File: src/rtl/odo_sbox_small_inv.sv
// rtl/odo_sbox_small_inv.sv - runtime-loadable inverse of a 6-bit Odo small S-box
module odo_sbox_small_inv #(
    parameter int WIDTH = 6
) (
    input  logic             clk,
    input  logic             rst_n,
    input  logic             load_start,
    input  logic             ld_valid,
    output logic             ld_ready,
    input  logic [WIDTH-1:0] ld_data,
    output logic             busy,
    output logic             table_ok,
    output logic             table_err,
    input  logic             in_valid,
    input  logic [WIDTH-1:0] in,
    output logic             out_valid,
    output logic [WIDTH-1:0] out
);

    localparam int DEPTH = 2 ** WIDTH;

    localparam logic [1:0] ST_EMPTY = 2'd0;
    localparam logic [1:0] ST_LOAD  = 2'd1;
    localparam logic [1:0] ST_OK    = 2'd2;
    localparam logic [1:0] ST_ERR   = 2'd3;

    logic [1:0]       state;
    logic [WIDTH-1:0] count;
    logic [DEPTH-1:0] seen;
    logic             dup;
    logic [WIDTH-1:0] inv_mem [DEPTH];

    logic xfer;
    logic last_beat;
    logic dup_now;
    logic lookup;

    // load_start outranks a coincident beat so a restart never consumes data
    assign ld_ready  = (state == ST_LOAD) && !load_start;
    assign xfer      = ld_valid && ld_ready;
    assign last_beat = (count == {WIDTH{1'b1}});
    assign dup_now   = seen[ld_data];
    assign lookup    = (state == ST_OK) && in_valid;

    assign busy      = (state == ST_LOAD);
    assign table_ok  = (state == ST_OK);
    assign table_err = (state == ST_ERR);

    always_ff @(posedge clk or negedge rst_n) begin
        if (!rst_n) begin
            state <= ST_EMPTY;
            count <= '0;
            seen  <= '0;
            dup   <= 1'b0;
        end else if (load_start) begin
            state <= ST_LOAD;
            count <= '0;
            seen  <= '0;
            dup   <= 1'b0;
        end else if (xfer) begin
            seen[ld_data] <= 1'b1;
            count         <= count + {{(WIDTH-1){1'b0}}, 1'b1};
            if (dup_now) begin
                dup <= 1'b1;
            end
            if (last_beat) begin
                state <= (dup || dup_now) ? ST_ERR : ST_OK;
            end
        end
    end

    // Table storage is deliberately unreset; the state machine gates its use.
    always_ff @(posedge clk) begin
        if (xfer) begin
            inv_mem[ld_data] <= count;
        end
    end

    always_ff @(posedge clk or negedge rst_n) begin
        if (!rst_n) begin
            out_valid <= 1'b0;
            out       <= '0;
        end else begin
            out_valid <= lookup;
            if (lookup) begin
                out <= inv_mem[in];
            end
        end
    end

endmodule

File: config.mk
export PLATFORM = sky130hd
export DESIGN_NAME = odo_sbox_small_inv
export DESIGN_NICKNAME = d
export VERILOG_FILES = /design/src/rtl/odo_sbox_small_inv.sv
export SDC_FILE = /design/constraint.sdc
export NUM_CORES = 1
export LEC_CHECK = 0
export ABC_AREA = 1
export ABC_CLOCK_PERIOD_IN_PS = 2200
export CELL_PAD_IN_SITES_DETAIL_PLACEMENT = 2
export CELL_PAD_IN_SITES_GLOBAL_PLACEMENT = 2
export CORE_UTILIZATION = 38
export CTS_CLUSTER_SIZE = 20
export DETAILED_ROUTE_END_ITERATION = 12
export PLACE_DENSITY = 0.86
export SYNTH_ARGS = -nofsm -noshare
export SYNTH_HDL_FRONTEND = slang
export SYNTH_SLANG_ARGS = --single-unit
File: constraint.sdc
create_clock -name clk -period 2.2 [get_ports clk]
set_clock_uncertainty 0.05 [all_clocks]
set_input_delay 0.44 -clock clk [delete_from_list [all_inputs] [get_ports clk]]
set_output_delay 0.44 -clock clk [all_outputs]
set_load 0.01 [all_outputs]
==> flow_summary.json, run 1 <==
{
  "critPathSlowestCell": "clkdlybuf4s50_1",
  "drc": 0,
  "grt_max_degree": 79,
  "cap_violations": 0,
  "rsz0062_at_grt": "false",
  "hold_viol_final": 0,
  "hold_path.class": "input port to async pin",
  "criticalPathCategory": "input port to flop",
  "core_area_sq_um": 50270,
  "n_antenna_cell": 0,
  "synth.distinct_cells": 25,
  "layout_common_cells": "638 x nand2_1, 384 x edfxtp_1, 351 x nand3_1, 145 x buf_4, 104 x nor2_1",
  "drive_gt1_share_pct": 13.29,
  "path_buf_inv": 4,
  "critPathMaxFanout": 13,
  "yosysTopAreaCell": "edfxtp_1",
  "post_drt_wl_per_cell_um": 30.00,
  "max_freq_ghz": 0.4566,
  "power_density_nw_per_um2": 847.6,
  "postRouteAntennaNets": 0,
  "status": "complete, no violations",
  "syn2layout_area_growth_pct": 19.31,
  "relSlewSlack_pct": 47.90,
  "cts_tree": "done",
  "drt-total-wl_mm": 79.28,
  "max_stage_delay_ns": 0.50,
  "r2r-start": "state[0]$_DFFE_PN0P_",
  "die_y_um": 227.8,
  "grt_pass1_wl_mm": 117.8,
  "syn-num-nets": 1802,
  "tightest_slew_ns": 0.7806,
  "tns_ns": 0,
  "cts_buffer_depth": 3,
  "grt_usage_pct": 30.84,
  "n_fill_cell": 5137,
  "drtIter0Drc": 1538,
  "fin_crit_sh_pct": 99.55,
  "clk_latency_ns": 0.63,
  "crit_top_cell": "nor2_1",
  "grt-ovfl-total": 0,
  "numPortBuffers": 27,
  "cts.clk_slew.worst_paths_ns": 0.06,
  "setup_viol": 0,
  "gp_congestion": 0.7971,
  "dieArea_sq_um": 51890,
  "cts_sinks": 464,
  "ys_ff_latch": 464,
  "drv_slew": 0,
  "syn-instance-count": 1784,
  "avgSynthCellArea_sq_um": 10.86,
  "yosys-top-cells-area": "edfxtp_1 60%, nand2_1 12%, dfrtp_1 10%",
  "dpl.hpwl_mm": 46.89,
  "worstSetupEndpointType": "flop",
  "fp.dieW_um": 227.8,
  "worstSetupStartpointType": "input port",
  "synth_warnings": 0,
  "fin_ws_ns": 0.009995,
  "antenna_found_initial": 2,
  "fin_nets": 1946,
  "netlist.area_leader.share_pct": 59.52,
  "num_vias": 15360,
  "avgViaCountPerCell": 5.811,
  "final_common_cell": "nand2_1",
  "ctsRootBufferMaster": "clkbuf_16",
  "critPathLaunch": "ld_data[1]",
  "finalPower_mw": 19.59,
  "critPathRequiredTime_ns": 2.65,
  "io_pins": 28,
  "path_cells": "clkdlybuf4s50_1 > buf_4 > nor3_1 > inv_1 > nor2_1 > buf_4 > nor2_1 > nor2_1",
  "firstDrtPassIters": 5,
  "rows": 82,
  "vdd.ir_drop.worst_mv": 0.6860,
  "cts_buffers": 51,
  "finalCriticalPeriod_ns": 2.190,
  "start_util_pct": 38.54,
  "h-tree-depth": 2,
  "critPathArrivalTime_ns": 2.64,
  "ys_seq_area_share_pct": 69.85,
  "syn_area_sq_um": 19370,
  "critPathTopFamily": "buffers and inverters",
  "dp_slack_ns": -0.4345,
  "grt_pass1_vias": 17050,
  "p_leak_nw": 9.243
}
-- layer usage --
metal	global-route usage [%]	vias up	part of all wire, %
li1	-	6402	-
met1	37.71	8072	39
met5	0	-	0.029
met4	13.30	4	4.4
met2	53.42	654	51
met3	5.413	226	6.1
-- registers in the layout, summed over array words and instances (netlist names) --
name and cells:
count 6, dup 1, inv_mem 384, out 6, out_valid 1, seen 64
state 2
-- kinds of logic after synthesis --
family	count (synthesis)	synth area share [%]
simple gates	1119	24.31
flops	464	69.85
buf+inv	136	3.487
compound gates	64	2.293
fa+ha+maj	1	0.06457
-- area by class of cell --
| type | instances | area [sq um] | area share (%) |
|---|---|---|---|
| timing repair buffer | 193 | 1785 | 7.724 |
| tap | 672 | 840.8 | 3.637 |
| clock inverter | 15 | 113.9 | 0.4926 |
| inverter | 34 | 135.1 | 0.5846 |
| sequential | 464 | 13540 | 58.58 |
| clock buffer | 81 | 1531 | 6.625 |
| multi-input combinational | 1184 | 5169 | 22.36 |
-- where the power goes --
part / switching (mW) / internal (mW)
registers: 0.0176 / 9.52
logic: 1.01 / 0.362
clock network: 3.79 / 4.90
-- path summary, 6_finish.rpt --
kind,end,slack (ns),cells past startpoint
min,seen[10]$_DFFE_PN0P_,0.32,2
max in group asynchronous,seen[60]$_DFFE_PN0P_,1.05,3
min in group clk,seen[39]$_DFFE_PN0P_,0.45,1
max,seen[41]$_DFFE_PN0P_,0.01,8
min reg2reg,seen[39]$_DFFE_PN0P_,0.45,1
max reg2reg,seen[20]$_DFFE_PN0P_,0.05,10
-- Yosys cell counts --
cell type	count
a22o_1	1
buf_4	21
nor3_1	17
buf_2	49
inv_4	1
o21a_1	48
a21oi_1	4
nand3_1	351
dfrtp_1	80
clkbuf_1	18
nand2_1	638
buf_6	3
inv_1	29
and3_1	1
ha_1	1
edfxtp_1	384
inv_2	3
buf_1	11
nor3_2	1
clkinv_1	1
nor2_1	105
nand4_1	1
nand2_4	5
o21ai_1	7
o21ai_0	4
-- through the flow --
step	instance area, sq um	std cells	util (%)	hold slack, ns
after floorplan	19380	1784	-	0.09441
after global placement	21460	2546	42.69	0.4227
after detailed placement	21460	2546	42.69	0.4305
after CTS	23110	2643	45.97	0.3333
after global routing	23120	2643	45.98	0.3512
final	23120	2643	45.98	0.3215
-- repair_timing --
item / CTS / global route
gates resized for setup: 4 / 3
hold buffers: 1 / 0
setup buffers: 0 / 0
endpoints found under the setup margin: 4 / 27
endpoints found under the hold margin: 34 / 0
Power figures use the tool's default switching activity.
==> run 2: changes to the inputs <==
--- a/config.mk
+++ b/config.mk
@@ -13,6 +13,7 @@
 export CTS_CLUSTER_SIZE = 20
 export DETAILED_ROUTE_END_ITERATION = 12
 export PLACE_DENSITY = 0.86
+export RECOVER_POWER = 25
 export SYNTH_ARGS = -nofsm -noshare
 export SYNTH_HDL_FRONTEND = slang
 export SYNTH_SLANG_ARGS = --single-unit
==> flow_summary.json, run 2 (same netlist as run 1, synthesis figures left out) <==
{
  "cts_sinks": 464,
  "grt_max_degree": 79,
  "io_pins": 28,
  "r2r_end": "seen[20]$_DFFE_PN0P_",
  "r2r_setup_slack_ns": 0.06,
  "whs_path_depth": 1,
  "final_common_cell": "nand2_1",
  "swShare_pct": 24.57,
  "seq_power_share_pct": 48.7,
  "finalCoreUtilization_pct": 45.93,
  "ctsRootBufferMaster": "clkbuf_16",
  "r2r_cells": 10,
  "worstSetupEndpointType": "flop",
  "clock_power_share_pct": 44.3,
  "combPwrFrac_pct": 7.0,
  "grt_pass1_vias": 17050,
  "tightest_slew_ns": 1.273,
  "top_regs": "inv_mem (384), seen (64)",
  "syn2layout_area_growth_pct": 19.18,
  "finalPower_mw": 19.59,
  "h-tree-depth": 2,
  "avgViaCountPerCell": 5.827,
  "fin_nets": 1946,
  "critPathLaunch": "ld_data[1]",
  "hold_path.class": "flop to flop",
  "fp.dieW_um": 227.8,
  "finalCriticalPeriod_ns": 2.176,
  "antenna_found_initial": 2,
  "clk_latency_ns": 0.64,
  "drv_slew": 0,
  "dpl.hpwl_mm": 46.89,
  "largest_reg_flops": 384,
  "critPathRequiredTime_ns": 2.65,
  "regArea_sq_um": 13540,
  "power_density_nw_per_um2": 848.4,
  "setup_viol": 0,
  "cts_tree": "done",
  "gp_congestion": 0.7971,
  "relSlewSlack_pct": 15.11,
  "critPathMaxFanout": 13,
  "numPortBuffers": 27,
  "cts_buffer_depth": 3,
  "layout_common_cells": "638 x nand2_1, 384 x edfxtp_1, 351 x nand3_1, 137 x buf_4, 104 x nor2_1",
  "criticalPathCategory": "input port to flop",
  "drive_gt1_share_pct": 13.09,
  "p_leak_nw": 9.238,
  "cts_buffers": 51,
  "power_switching_mw": 4.814,
  "cap_violations": 0,
  "crit_end": "seen[41]$_DFFE_PN0P_",
  "n_fill_cell": 5139,
  "num_vias": 15400,
  "multi_input_area_sq_um": 5169,
  "critPathArrivalTime_ns": 2.63,
  "grt-ovfl-total": 0,
  "worstSetupStartpointType": "input port",
  "grt_usage_pct": 30.84,
  "postRouteAntennaNets": 0,
  "start_util_pct": 38.54,
  "drc": 0,
  "status": "complete, no violations",
  "p_int_mw": 14.78,
  "vdd.ir_drop.worst_mv": 0.6719,
  "grt_pass1_wl_mm": 117.8,
  "firstDrtPassIters": 6,
  "hold_viol_final": 0,
  "drt-total-wl_mm": 79.22,
  "largest-register": "inv_mem",
  "drtIter0Drc": 1529,
  "cts.clk_slew.worst_paths_ns": 0.06,
  "post_cts_buffers": 0,
  "r2r-start": "state[0]$_DFFE_PN0P_",
  "max_freq_ghz": 0.4597,
  "fin_crit_sh_pct": 98.89,
  "dieArea_sq_um": 51890,
  "core_area_sq_um": 50270,
  "die_y_um": 227.8,
  "n_antenna_cell": 0,
  "rows": 82,
  "post_drt_wl_per_cell_um": 29.98,
  "rsz0062_at_grt": "false"
}
run 2: cell count changes in the layout (fill, tap and decap cells not counted):
| cell | before | now |
|---|---|---|
| buf_4 | 145 | 137 |
| clkbuf_2 | 0 | 7 |
| dfrtp_1 | 74 | 77 |
| dfrtp_2 | 6 | 3 |
| clkbuf_1 | 18 | 19 |
run 2: worst min-delay path by stage:
stage	end	slack, ns	start
finish	seen[39]$_DFFE_PN0P_	0.45	seen[39]$_DFFE_PN0P_
global route	seen[39]$_DFFE_PN0P_	0.47	seen[39]$_DFFE_PN0P_
CTS	seen[4]$_DFFE_PN0P_	0.33	rst_n
floorplan	count[0]$_DFFE_PN0P_	0.09	rst_n
detailed placement	seen[10]$_DFFE_PN0P_	0.43	rst_n
global placement	seen[2]$_DFFE_PN0P_	0.42	seen[2]$_DFFE_PN0P_
run 2: layer usage:
| metal | global-route usage, % | share of wire (%) | vias up |
|---|---|---|---|
| li1 | - | - | 6404 |
| met1 | 37.71 | 39 | 8070 |
| met2 | 53.42 | 51 | 686 |
| met3 | 5.413 | 5.8 | 237 |
| met4 | 13.30 | 4.5 | 4 |
| met5 | 0 | 0.029 | - |
run 2: cell type report:
type / instances / area share [%]
repair buffers: 193 / 7.640
multi-input cells: 1184 / 22.38
clock buffers: 81 / 6.632
inverters: 34 / 0.5852
flip-flops and latches: 464 / 58.62
clock inverters: 15 / 0.4931
well taps: 672 / 3.641
run 2: through the flow:
stage	setup slack [ns]	cells	area [sq um]	hold slack (ns)	setup TNS, ns
detailed placement	-0.4345	2546	21460	0.4305	-119.90
global placement	-0.2870	2546	21460	0.4227	-61.41
floorplan	0.1322	1784	19380	0.09441	0
global route	0.007349	2643	23090	0.4693	0
CTS	0.005044	2643	23110	0.3333	0
finish	0.02449	2643	23090	0.4471	0
run 2: timing repair:
item | 4_1_cts | 5_1_grt
hold endpoints to repair | 34 | 0
pin swaps | 0 | 0
hold buffers | 1 | 0
endpoints found under the setup margin | 4 | 27
resized for setup | 4 | 3
run 2: power groups by stage:
| stage | Clock, mW | Combinational (mW) | Sequential (mW) |
|---|---|---|---|
| final | 8.68 | 1.37 | 9.54 |
| after global routing | 9.08 | 1.43 | 9.54 |
| after CTS | 8.78 | 1.35 | 9.54 |
| after detailed placement | 0 | 1.30 | 9.72 |
| after global placement | 0 | 1.20 | 9.72 |
| after floorplan | 0 | 0.600 | 9.76 |
run 2: critical path: stages:
cell	delay, ns
clkdlybuf4s50_1	0.51
buf_4	0.25
nor3_1	0.30
inv_1	0.42
nor2_1	0.25
buf_4	0.20
nor2_1	0.05
nor2_1	0.19
